===== src/rtl/ucup_mem_arbiter.sv =====
// ucup_mem_arbiter: round-robin N:1 memory request arbiter with a grant lock
// that holds the selection while the memory stalls. An in-order routing FIFO
// records which port was granted so each response returns to its requester.
module ucup_mem_arbiter #(
  parameter int NumPorts       = 2,
  parameter int AddrWidth      = 32,
  parameter int DataWidth      = 32,
  parameter int MaxOutstanding = 4,
  localparam int BeWidth       = DataWidth / 8
) (
  input  logic                                  clk_sys_i,
  input  logic                                  rst_sys_i,
  input  logic [NumPorts-1:0]                   port_req_i,
  output logic [NumPorts-1:0]                   port_gnt_o,
  input  logic [NumPorts-1:0]                   port_we_i,
  input  logic [NumPorts-1:0][BeWidth-1:0]      port_be_i,
  input  logic [NumPorts-1:0][AddrWidth-1:0]    port_addr_i,
  input  logic [NumPorts-1:0][DataWidth-1:0]    port_wdata_i,
  output logic [NumPorts-1:0]                   port_rvalid_o,
  output logic [DataWidth-1:0]                  port_rdata_o,
  output logic                                  mem_req_o,
  output logic                                  mem_we_o,
  output logic [BeWidth-1:0]                    mem_be_o,
  output logic [AddrWidth-1:0]                  mem_addr_o,
  output logic [DataWidth-1:0]                  mem_wdata_o,
  input  logic                                  mem_gnt_i,
  input  logic                                  mem_rvalid_i,
  input  logic [DataWidth-1:0]                  mem_rdata_i,
  output logic [$clog2(MaxOutstanding+1)-1:0]   outstanding_o,
  output logic                                  err_o
);

  localparam int PortIdxW = (NumPorts > 1) ? $clog2(NumPorts) : 1;
  localparam int PtrW     = $clog2(MaxOutstanding);
  localparam int CntW     = $clog2(MaxOutstanding + 1);

  logic [PortIdxW-1:0] r_rr_q;
  logic                r_lock_q;
  logic [PortIdxW-1:0] r_lock_port_q;
  logic [PortIdxW-1:0] r_fifo_q [MaxOutstanding];
  logic [PtrW-1:0]     r_wr_ptr_q;
  logic [PtrW-1:0]     r_rd_ptr_q;
  logic [CntW-1:0]     r_cnt_q;
  logic                r_err_q;

  logic                w_full;
  logic                w_empty;
  logic                w_lock_act;
  logic                w_rr_found;
  logic [PortIdxW-1:0] w_rr_sel;
  logic [PortIdxW-1:0] w_cand;
  logic [PortIdxW-1:0] w_sel;
  logic [PortIdxW-1:0] w_rr_next;
  logic [PortIdxW-1:0] w_head;
  logic                w_hs;
  logic                w_pop;
  logic                w_unexp;

  assign w_full  = (r_cnt_q == CntW'(MaxOutstanding));
  assign w_empty = (r_cnt_q == '0);
  assign w_head  = r_fifo_q[r_rd_ptr_q];

  // A lock only holds while its port keeps requesting; a dropped request
  // frees the arbiter to pick someone else in the same cycle.
  assign w_lock_act = r_lock_q && port_req_i[r_lock_port_q];

  // Round-robin search: first requester at or after r_rr_q, wrapping.
  always_comb begin
    w_rr_found = 1'b0;
    w_rr_sel   = r_rr_q;
    w_cand     = '0;
    for (int i = 0; i < NumPorts; i++) begin
      w_cand = PortIdxW'((int'(r_rr_q) + i) % NumPorts);
      if (!w_rr_found && port_req_i[w_cand]) begin
        w_rr_found = 1'b1;
        w_rr_sel   = w_cand;
      end
    end
  end

  assign w_sel     = w_lock_act ? r_lock_port_q : w_rr_sel;
  assign w_rr_next = (int'(w_sel) >= NumPorts - 1) ? '0 : w_sel + PortIdxW'(1);

  assign mem_req_o   = !rst_sys_i && ((|port_req_i) || w_lock_act) && !w_full;
  assign mem_we_o    = port_we_i[w_sel];
  assign mem_be_o    = port_be_i[w_sel];
  assign mem_addr_o  = port_addr_i[w_sel];
  assign mem_wdata_o = port_wdata_i[w_sel];

  assign w_hs    = mem_req_o && mem_gnt_i;
  assign w_pop   = !rst_sys_i && mem_rvalid_i && !w_empty;
  assign w_unexp = mem_rvalid_i && w_empty;

  assign port_rdata_o  = mem_rdata_i;
  assign outstanding_o = rst_sys_i ? '0 : r_cnt_q;
  assign err_o         = r_err_q && !rst_sys_i;

  // One-hot grant to the selected port on a downstream handshake.
  always_comb begin
    port_gnt_o = '0;
    if (w_hs) port_gnt_o[w_sel] = 1'b1;
  end

  // Route a response to the port recorded at the FIFO head.
  always_comb begin
    port_rvalid_o = '0;
    if (w_pop) port_rvalid_o[w_head] = 1'b1;
  end

  // Arbitration state, FIFO pointers/occupancy and the sticky error flag.
  always_ff @(posedge clk_sys_i) begin
    if (rst_sys_i) begin
      r_rr_q        <= '0;
      r_lock_q      <= 1'b0;
      r_lock_port_q <= '0;
      r_wr_ptr_q    <= '0;
      r_rd_ptr_q    <= '0;
      r_cnt_q       <= '0;
      r_err_q       <= 1'b0;
    end else begin
      if (w_hs) r_rr_q <= w_rr_next;

      if (mem_req_o && !mem_gnt_i) begin
        r_lock_q      <= 1'b1;
        r_lock_port_q <= w_sel;
      end else if (!(w_lock_act && w_full)) begin
        r_lock_q <= 1'b0;
      end

      if (w_hs)  r_wr_ptr_q <= r_wr_ptr_q + PtrW'(1);
      if (w_pop) r_rd_ptr_q <= r_rd_ptr_q + PtrW'(1);
      if (w_hs && !w_pop)      r_cnt_q <= r_cnt_q + CntW'(1);
      else if (!w_hs && w_pop) r_cnt_q <= r_cnt_q - CntW'(1);

      if (w_unexp) r_err_q <= 1'b1;
    end
  end

  // Routing FIFO storage; contents are only meaningful below the occupancy.
  always_ff @(posedge clk_sys_i) begin
    if (w_hs) r_fifo_q[r_wr_ptr_q] <= w_sel;
  end

endmodule


===== config.mk =====
export PLATFORM = sky130hd
export DESIGN_NAME = ucup_mem_arbiter
export DESIGN_NICKNAME = d
export VERILOG_FILES = /design/src/rtl/ucup_mem_arbiter.sv
export SDC_FILE = /design/constraint.sdc
export NUM_CORES = 1
export LEC_CHECK = 0
export CAP_MARGIN = 20
export CELL_PAD_IN_SITES_DETAIL_PLACEMENT = 1
export CELL_PAD_IN_SITES_GLOBAL_PLACEMENT = 2
export CORE_UTILIZATION = 13
export CTS_CLUSTER_SIZE = 10
export DETAILED_ROUTE_END_ITERATION = 16
export PLACE_DENSITY_LB_ADDON = 0.1
export SLEW_MARGIN = 10
export SYNTH_ARGS = -nofsm -noshare
export SYNTH_HDL_FRONTEND = slang
export SYNTH_SLANG_ARGS = --single-unit

===== constraint.sdc =====
create_clock -name clk_sys_i -period 5.1 [get_ports clk_sys_i]
set_clock_uncertainty 0.2 [all_clocks]
set_input_delay 0.51 -clock clk_sys_i [delete_from_list [all_inputs] [get_ports clk_sys_i]]
set_output_delay 0.51 -clock clk_sys_i [all_outputs]
set_load 0.1 [all_outputs]

After elaboration in Yosys (flattened, before gate mapping)
Memories as Yosys holds them, arrays and structs flattened. A register that Yosys moved wholly into a read port is not among the register bits.
Index checks and enable logic that the tools add are counted.
{"block": "op_classes", "n_addsub": 6, "n_lt_le_gt_ge": 8, "eq_ne": 2, "mux": 33, "n_reduce_logical": 26}
{"operator": "$mux 32", "count": 4}
{"operator": "$mux 1", "count": 18}
{"operator": "$logic_and 1x1->1", "count": 15}
{"operator": "$lt 1x2->1 const B", "count": 5}
{"operator": "$mux 3", "count": 3}
{"operator": "$mux 2", "count": 4}
{"operator": "$mux 4", "count": 2}
{"operator": "$logic_not 1->1", "count": 7}
{"operator": "$add 2x1->2 const B", "count": 2}
{"operator": "$add 3x1->3 const B", "count": 1}
{"operator": "$eq 3x3->1 const B", "count": 1}
{"operator": "$ge 1x1->1 const B", "count": 3}
{"operator": "$logic_not 3->1", "count": 1}
{"operator": "$sub 3x1->3 const B", "count": 1}
{"operator": "$add 1x1->1 const B", "count": 2}
{"operator": "$demux 1 s1", "count": 2}
{"operator": "$ne 2x2->1 const B", "count": 1}
{"operator": "$reduce_bool 2->1", "count": 1}
{"operator": "$reduce_or 2->1", "count": 1}
{"operator": "$logic_or 1x1->1", "count": 1}
{"block": "word_totals", "ff_bits": 11, "mem_bits_rw": 4, "input_bits": 176, "out_inout_bits": 110, "elab_cells": 83, "mem_count": 1}
{"memory": "r_fifo_q", "depth": 4, "width": 1, "rd": 1, "rd_clocked_by_memory_dff": 1, "write_ports": 1, "line": "40", "rtl": "logic [PortIdxW-1:0] r_fifo_q [MaxOutstanding];"}

Logic depth before layout (Yosys ltp)
Gate-level depths: netlist of the first run.
{"block": "logic_depth", "depth_word": 12, "mapped_depth": 9, "ltp_nobuf": 9}

Worst setup path after synthesis of the first run
No wires, ideal clock.
{"block": "synth_path", "path_kind": "input-to-output", "from": "in rst_sys_i", "to": "out mem_req_o", "arrival_ps": 2731, "t_required_ps": 4390, "path_slack_ps": 1659, "cell_stages": 2, "path_buffers": 1, "path_cell_list": "buf_4 -> nor3_1"}
{"block": "synth_between", "elab_chain_len": 3}
{"element": "start: declaration", "line": "12", "rtl": "input logic rst_sys_i,"}
{"element": "$logic_not 1->1", "line": "84", "rtl": "assign mem_req_o = !rst_sys_i && ((|port_req_i) || w_lock_act) && !w_full;"}
{"element": "$logic_and 1x1->1 (2 in series)", "line": "84"}
{"element": "end: declaration", "line": "21", "rtl": "output logic mem_req_o,"}
Every way passes these cells.

Final worst setup path of the first run
{"block": "layout_path", "from": "in port_req_i[1]", "to": "out mem_addr_o[14]"}
{"block": "layout_between", "elab_chain_len": 9, "elab_cells_between_ends": 14, "cone_classes": "mux: 11; reduce/logical: 3"}
{"element": "start: declaration", "line": "13", "rtl": "input logic [NumPorts-1:0] port_req_i,"}
{"element": "$mux 1 (not written as such) (2 in series)", "line": "74", "rtl": "if (!w_rr_found && port_req_i[w_cand]) begin"}
{"element": "$mux 1", "line": "74"}
{"element": "$logic_not 1->1", "line": "74"}
{"element": "$logic_and 1x1->1", "line": "74"}
{"element": "$mux 1", "line": "74"}
{"element": "$mux 1 (*)", "line": "81", "rtl": "assign w_sel = w_lock_act ? r_lock_port_q : w_rr_sel;"}
{"element": "$mux 32 (not written as such) (*) (2 in series)", "line": "87", "rtl": "assign mem_addr_o = port_addr_i[w_sel];"}
{"element": "end: declaration", "line": "24", "rtl": "output logic [AddrWidth-1:0] mem_addr_o,"}
Mark *: on every way between the ends. The rest lies on a longest branch, timed or not. The select of a mux whose other input is x is not followed.

==> results of run 1 <==
==> synth_stat cells, types with 3 or more instances <==
cell type  number  area share
buf_4          33        0.11
mux2_2         14       0.072
nor3_1          3      0.0068
ha_1            5       0.029
edfxtp_1        4       0.055
nor2b_1         5       0.014
mux2_4         56        0.38
buf_6           8       0.041
dfxtp_1        13        0.12
mux2i_1         3       0.014
nor2_1         11       0.019
and2_1          6       0.017
inv_1           5      0.0086
==> area by class of cell <==
cell class              instances  area share
well taps                     220      0.0644
clock buffers                   3      0.0176
inverters                       5     0.00439
multi-input cells             127       0.341
clock inverters                 1     0.00117
flip-flops and latches         17      0.0890
repair buffers                224       0.483
==> stage by stage <==
step | cell area [um^2] | util | hold WS [ps] | worst slack [ps] | std cells
after floorplan | 2190 | - | 228 | 1660 | 192
after global placement | 4200 | 0.254 | 245 | 1320 | 593
after detailed placement | 4200 | 0.254 | 257 | 1280 | 593
after CTS | 4280 | 0.259 | 270 | 1270 | 597
after global routing | 4280 | 0.259 | 288 | 1190 | 597
final | 4280 | 0.259 | 259 | 1330 | 597
==> per-layer routing <==
layer  up-vias  global-route usage
met3         5              0.0350
met1       975               0.118
li1       1003                   -
met2       137               0.187
met5         -                   0
met4         0              0.0174
==> worst max path at each step <==
stage	end	slack, ps	depth (start not counted)
6_report	mem_addr_o[14]	1330	5
3_5_place_dp	mem_addr_o[14]	1280	5
3_3_place_gp	mem_addr_o[14]	1320	5
2_1_floorplan	mem_req_o	1660	2
5_1_grt	mem_addr_o[14]	1190	5
4_1_cts	mem_addr_o[14]	1270	5
==> cell families after synthesis <==
logic type               share of synthesized area
multiplexers                                 0.479
buffers and inverters                        0.166
AND/OR/NAND/NOR                             0.0924
flip-flops                                   0.173
AO/OA/AOI/OAI                               0.0353
adder cells (fa/ha/maj)                     0.0376
XOR/XNOR                                    0.0160
==> tightest hold or removal path: stages, from the launching register on <==
cell and delay [ps]:
dfxtp_1 320, a21oi_1 40, nor2_1 70
==> power breakdown <==
part	leakage [nW]	internal [W]	total, W	switching, W
Clock	0.0409	0.000105	0.000157	0.0000523
Combinational	1.60	0.000315	0.000956	0.000641
Sequential	0.143	0.000156	0.000175	0.0000183
==> results.json, run 1 <==
{
  "detailedRoute.firstPassIterationCount": 2,
  "post-route-min-period_ps": 3770,
  "wl_met1_mm": 3.85,
  "routed-wl-met3_um": 879,
  "root_buffer": "clkbuf_16",
  "initial_core_util": 0.133,
  "hpwl_mm": 8.35,
  "rows": 47,
  "synthesis.area_um2": 2190,
  "worstReg2RegStart": "r_cnt_q[0]",
  "avgRoutedWirePerCell_um": 16.0,
  "critPathLaunchType": "input port",
  "critPathMaxStageDelay_ps": 1130,
  "drive_above_1_share": 0.408,
  "io_buffer_count": 221,
  "rsz0062_at_grt": "no",
  "yosysWarnings": 0,
  "fill_cells": 1887,
  "routed_wl_mm": 9.58,
  "reg2regPathDepth": 8,
  "cp-end-kind": "primary output",
  "final_cell_mix": "153 x clkdlybuf4s50_1, 71 x buf_4, 56 x mux2_4",
  "slew-limit-headroom": 0.344,
  "hold_end": "r_err_q",
  "cp-startpoint": "port_req_i[1]",
  "vias": 2120,
  "required_ps": 4390,
  "hold_path_depth": 2,
  "clock_latency_ps": 250,
  "drc": 0,
  "clockBufferDepth": 2,
  "vias_per_cell": 3.55,
  "worstReg2RegEnd": "r_cnt_q[2]",
  "die_h_um": 132,
  "fp.coreArea_um2": 16500,
  "worstMarginPinSlew_ps": 981,
  "worst_path_max_delay_cell": "clkdlybuf4s50_1",
  "worst_ep_arrival_time_ps": 3060,
  "setup_tns_ps": 0,
  "grt_max_degree": 36,
  "htreeDepth": 1,
  "synth_edf_count": 4,
  "grt_pass1_vias": 2210,
  "hold_class": "reg2reg",
  "critPathMaxFanout": 15,
  "fmax_mhz": 265,
  "ir_drop_mv": 0.126,
  "post-cts-setup-buffers": 0,
  "critPathBufInv": 2,
  "syn_nets": 374,
  "slew_violations": 0,
  "track_usage": 0.103,
  "finalSetupViolCount": 0,
  "nets": 560,
  "ys_types": 33,
  "hold_viol": 0,
  "cts_buffers": 3,
  "multi_input_area_um2": 1460,
  "critPathKind": "in2out",
  "critical_path.cell_chain": "clkdlybuf4s50_1, o21ai_1, a21oi_4, mux2_4, clkdlybuf4s50_1",
  "drt_iter0_markers": 37,
  "p_total_w": 0.00129,
  "clkSinkCount": 17,
  "ant_nets": 0,
  "num_antenna_cells": 0,
  "io_pins": 286,
  "async_flop_share": 0,
  "routabilityCongestion": 0.768,
  "grt_pass1_wl_mm": 13.9,
  "antenna_found_initial": 0,
  "layout_commonest_cell": "clkdlybuf4s50_1",
  "syn_avg_cell_area_um2": 11.4,
  "cts.clk_slew.worst_paths_ps": 50,
  "seq_area_um2": 380,
  "wl_met2_mm": 4.79,
  "layout-area-overhead-vs-synth_pct": 94.8,
  "r2r_setup_slack_ps": 2270,
  "seq_area_frac_synth": 0.173,
  "postCtsHoldBufs": 0,
  "syn_inst": 192,
  "tritoncts": "built",
  "dieWidth_um": 132,
  "die_area_um2": 17400,
  "period_share": 0.740,
  "maxCapViolCount": 0,
  "hold_start": "r_err_q",
  "grt_remaining_overflow": 0,
  "p_leak_nw": 1.79,
  "synth-seq-cells": 17,
  "path_common_cell": "clkdlybuf4s50_1",
  "path_delay_family": "buffers and inverters",
  "outcome": "completed",
  "ys.flop_type": "dfxtp_1",
  "power-per-cell-area_nw_per_um2": 301,
  "top_layer_used": "met4",
  "cts_resized": 0
}
No activity file was read; power rests on OpenSTA's default activity.
==> inputs of run 2 (changes only) <==
- CORE_UTILIZATION: 13 -> 12
- clock period: 5.1 -> 3.7 ns (I/O delays scaled with it)
==> run 2 against run 1 <==
Effect of this change:
- total power up 54%
- flip-flop and latch count unchanged
- routed wire length up 4.3%
- critical endpoint is now mem_addr_o[28]
- highest routed layer unchanged
==> results.json, run 2 (synthesized netlist as in run 1, its figures left out) <==
{
  "outcome": "completed",
  "hold_path_depth": 2,
  "grt_max_degree": 64,
  "rsz0062_at_grt": "no",
  "reg2regPathDepth": 9,
  "clkSinkCount": 17,
  "slew-limit-headroom": 0.685,
  "drt_iter0_markers": 41,
  "avgRoutedWirePerCell_um": 16.4,
  "vias": 2129,
  "finalSetupViolCount": 0,
  "fmax_mhz": 351,
  "final_cells": 608,
  "grt_pass1_vias": 2222,
  "critPathLaunchType": "input port",
  "clockBufferDepth": 2,
  "cts_resized": 0,
  "routed_wl_mm": 9.99,
  "fp.coreArea_um2": 18000,
  "drc": 0,
  "routabilityCongestion": 0.658,
  "layout_commonest_cell": "clkdlybuf4s50_1",
  "vias_per_cell": 3.50,
  "dp.cells": 604,
  "cts_buffers": 3,
  "p_leak_nw": 2.06,
  "post-route-min-period_ps": 2850,
  "io_pins": 286,
  "fill_cells": 1988,
  "setup_tns_ps": 0,
  "htreeDepth": 1,
  "final_cell_area_um2": 4980,
  "num_antenna_cells": 0,
  "hold_viol": 0,
  "tritoncts": "built",
  "grt_remaining_overflow": 0,
  "hold_class": "reg2reg",
  "nets": 562,
  "worstMarginPinSlew_ps": 473,
  "io_buffer_count": 221,
  "critPathKind": "in2out",
  "p_total_w": 0.00198,
  "antenna_found_initial": 1,
  "hpwl_mm": 8.77,
  "detailedRoute.firstPassIterationCount": 4,
  "critPathMaxFanout": 63,
  "layout-area-overhead-vs-synth_pct": 127,
  "period_share": 0.771,
  "track_usage": 0.0985,
  "placed_area_um2": 4900,
  "rows": 49,
  "post-cts-setup-buffers": 0,
  "die_area_um2": 18800,
  "maxCapViolCount": 0,
  "cts.clk_slew.worst_paths_ps": 50,
  "worst_ep_arrival_time_ps": 2280,
  "ir_drop_mv": 0.169,
  "postCtsHoldBufs": 0,
  "ant_nets": 0,
  "cp-end-kind": "primary output",
  "clock_latency_ps": 250,
  "power-per-cell-area_nw_per_um2": 397,
  "root_buffer": "clkbuf_16",
  "grt_pass1_wl_mm": 13.6,
  "drive_above_1_share": 0.438,
  "slew_violations": 0,
  "die_h_um": 137,
  "final_cell_mix": "143 x clkdlybuf4s50_1, 56 x mux2_4, 56 x buf_12",
  "initial_core_util": 0.122,
  "required_ps": 3130,
  "dieWidth_um": 137
}
run 2: cell count changes in the layout (fill, tap and decap cells not counted):
| cell | previous run | this run |
|---|---|---|
| buf_12 | 0 | 56 |
| buf_4 | 71 | 27 |
| clkdlybuf4s50_1 | 153 | 143 |
run 2: area by class of cell:
type                            instances  area [um^2]  area share
Clock inverter                          1         5.00     0.00101
Sequential cell                        17          380      0.0764
Timing Repair Buffer                  226         2760       0.554
Clock buffer                            3         75.1      0.0151
Multi-Input combinational cell        127         1460       0.293
Tap cell                              229          287      0.0576
Inverter                                5         18.8     0.00377
run 2: worst max-delay path, stage by stage:
cell             delay (ps)
clkdlybuf4s50_1         540
o21ai_1                 130
a21oi_4                 200
buf_12                  390
mux2_2                  400
buf_4                   230
run 2: path summary, 6_finish.rpt:
| check | from | slack [ps] | endpoint |
|---|---|---|---|
| max | port_req_i[1] | 850 | mem_addr_o[28] |
| max reg2reg | r_cnt_q[0] | 1230 | r_cnt_q[2] |
| min | r_err_q | 260 | r_err_q |
| min reg2reg | r_err_q | 260 | r_err_q |
run 2: per-stage QoR:
| step | util | hold WS (ps) | worst slack [ps] |
|---|---|---|---|
| 2_1_floorplan | - | 228 | 528 |
| 3_3_place_gp | 0.273 | 243 | 829 |
| 6_report | 0.277 | 262 | 849 |
| 4_1_cts | 0.277 | 273 | 805 |
| 5_1_grt | 0.277 | 297 | 742 |
| 3_5_place_dp | 0.273 | 260 | 788 |
run 2: report_power, final:
part	switching, W	total, W	internal (W)
logic	0.000919	0.00152	0.000598
clock network	0.0000773	0.000222	0.000145
registers	0.0000236	0.000239	0.000215
total	0.00102	0.00198	0.000958
run 2: layer usage:
metal	vias up	track usage	routed length [um]
li1	1008	-	-
met1	988	0.105	3520
met2	124	0.194	5570
met3	9	0.0247	819
met4	0	0.0195	74
met5	-	0	0
==> inputs of run 3 (changes only) <==
- clock period: 3.7 -> 2.75 ns (I/O delays scaled with it)
==> run 3 against run 2 <==
Effect of this change:
- core utilization rose by 2.0 points
- non-clock buffer count rose by 6
- hold slack got worse by 6.7 ps
- final cell count rose by 0.99%
- clock power rose by 32%
- total power rose by 42%
- count of clock-buffer cells in the layout did not move
- global-route usage fell by 0.23 points
- critical path type unchanged
- largest power group unchanged
==> results.json, run 3 (synthesized netlist as in run 1, its figures left out) <==
{
  "die_area_um2": 18800,
  "reg2regPathDepth": 8,
  "nets": 568,
  "vias_per_cell": 3.53,
  "hold_class": "reg2reg",
  "path_common_cell": "buf_12",
  "post-cts-setup-buffers": 0,
  "period_share": 0.935,
  "p_sw_frac": 0.499,
  "ir_drop_mv": 0.211,
  "setup_tns_ps": 0,
  "critPathMaxStageDelay_ps": 430,
  "fmax_mhz": 389,
  "clock_latency_ps": 250,
  "dp.cells": 610,
  "slew_violations": 0,
  "required_ps": 2280,
  "root_buffer": "clkbuf_16",
  "critPathMaxFanout": 34,
  "clkSinkCount": 17,
  "initial_core_util": 0.122,
  "tritoncts": "built",
  "layout_commonest_cell": "clkdlybuf4s50_1",
  "slew-limit-headroom": 0.659,
  "cts_buffers": 3,
  "routabilityCongestion": 0.661,
  "critPathLaunchType": "input port",
  "outcome": "completed",
  "drc": 0,
  "p_clk_frac": 0.105,
  "vias": 2166,
  "critical_path.cell_chain": "clkdlybuf4s50_1, buf_4, nand2b_1, a21oi_2, a21oi_4, buf_12, mux2_2, buf_12",
  "drive_above_1_share": 0.452,
  "htreeDepth": 1,
  "cts_resized": 0,
  "routed_wl_mm": 9.97,
  "track_usage": 0.0962,
  "critPathKind": "in2out",
  "grt_pass1_vias": 2171,
  "grt_pass1_wl_mm": 13.4,
  "p_switching_w": 0.00140,
  "io_pins": 286,
  "p_leak_nw": 2.19,
  "rsz0062_at_grt": "no",
  "placed_area_um2": 5250,
  "cp-end-kind": "primary output",
  "grt_remaining_overflow": 0,
  "final_cell_area_um2": 5330,
  "hpwl_mm": 8.85,
  "worst_ep_arrival_time_ps": 2100,
  "fp.coreArea_um2": 18000,
  "finalSetupViolCount": 0,
  "antenna_found_initial": 0,
  "layout-area-overhead-vs-synth_pct": 143,
  "postCtsHoldBufs": 0,
  "hold_viol": 0,
  "detailedRoute.firstPassIterationCount": 4,
  "maxCapViolCount": 0,
  "final_cells": 614,
  "grt_max_degree": 35,
  "clockBufferDepth": 2,
  "drt_iter0_markers": 35,
  "io_buffer_count": 221,
  "combPwrFrac": 0.780,
  "post-route-min-period_ps": 2570,
  "power-per-cell-area_nw_per_um2": 526,
  "seq_power_share": 0.116,
  "hold_path_depth": 1,
  "worst_path_max_delay_cell": "clkdlybuf4s50_1",
  "dieWidth_um": 137,
  "die_h_um": 137,
  "final_cell_mix": "143 x clkdlybuf4s50_1, 80 x buf_12, 56 x mux2_4",
  "utilization": 0.297,
  "worstMarginPinSlew_ps": 510,
  "cts.clk_slew.worst_paths_ps": 50,
  "rows": 49,
  "ant_nets": 0,
  "p_int_w": 0.00140,
  "num_antenna_cells": 0,
  "avgRoutedWirePerCell_um": 16.2
}
## run 3: per-stage QoR
step           worst slack, ps  power [W]  hold slack (ps)
2_1_floorplan              167    0.00190              212
3_3_place_gp              94.3    0.00253              246
3_5_place_dp              54.7    0.00254              252
4_1_cts                    146    0.00284              261
5_1_grt                   62.1    0.00290              280
6_report                   178    0.00280              255
## run 3: path summary, 6_finish.rpt
check                 from             end  slack (ps)
min reg2reg  r_rd_ptr_q[1]        register         250
max          port_req_i[0]  mem_wdata_o[2]         180
min          r_rd_ptr_q[1]        register         250
max reg2reg     r_cnt_q[0]      r_cnt_q[2]         320
## run 3: critical path: cells and delay by family
| family | cells | cell delay, ps |
|---|---|---|
| AO/OA/AOI/OAI | 2 | 270 |
| AND/OR/NAND/NOR | 1 | 80 |
| multiplexers | 1 | 400 |
| buffers and inverters | 4 | 1040 |
## run 3: routing by layer
metal,vias to the layer above,GRT usage,wire [um]
met5,-,0,0
met2,134,0.181,5270
met1,1005,0.108,3640
li1,1023,-,-
met3,4,0.0287,1040
met4,0,0.0116,21
## run 3: final cells by class
type | instances | area (um^2)
clock inverter | 1 | 5.00
multi-input combinational | 127 | 1460
sequential | 17 | 380
tap | 229 | 287
inverter | 5 | 18.8
timing repair buffer | 232 | 3100
fill | 1931 | 12600
clock buffer | 3 | 75.1
## run 3: power groups by stage
| stage | Combinational (W) | Sequential, W | Clock [W] |
|---|---|---|---|
| after global routing | 0.00226 | 0.000330 | 0.000314 |
| after global placement | 0.00220 | 0.000329 | 0 |
| after floorplan | 0.00158 | 0.000319 | 0 |
| after CTS | 0.00221 | 0.000326 | 0.000306 |
| final | 0.00218 | 0.000324 | 0.000293 |
| after detailed placement | 0.00221 | 0.000331 | 0 |
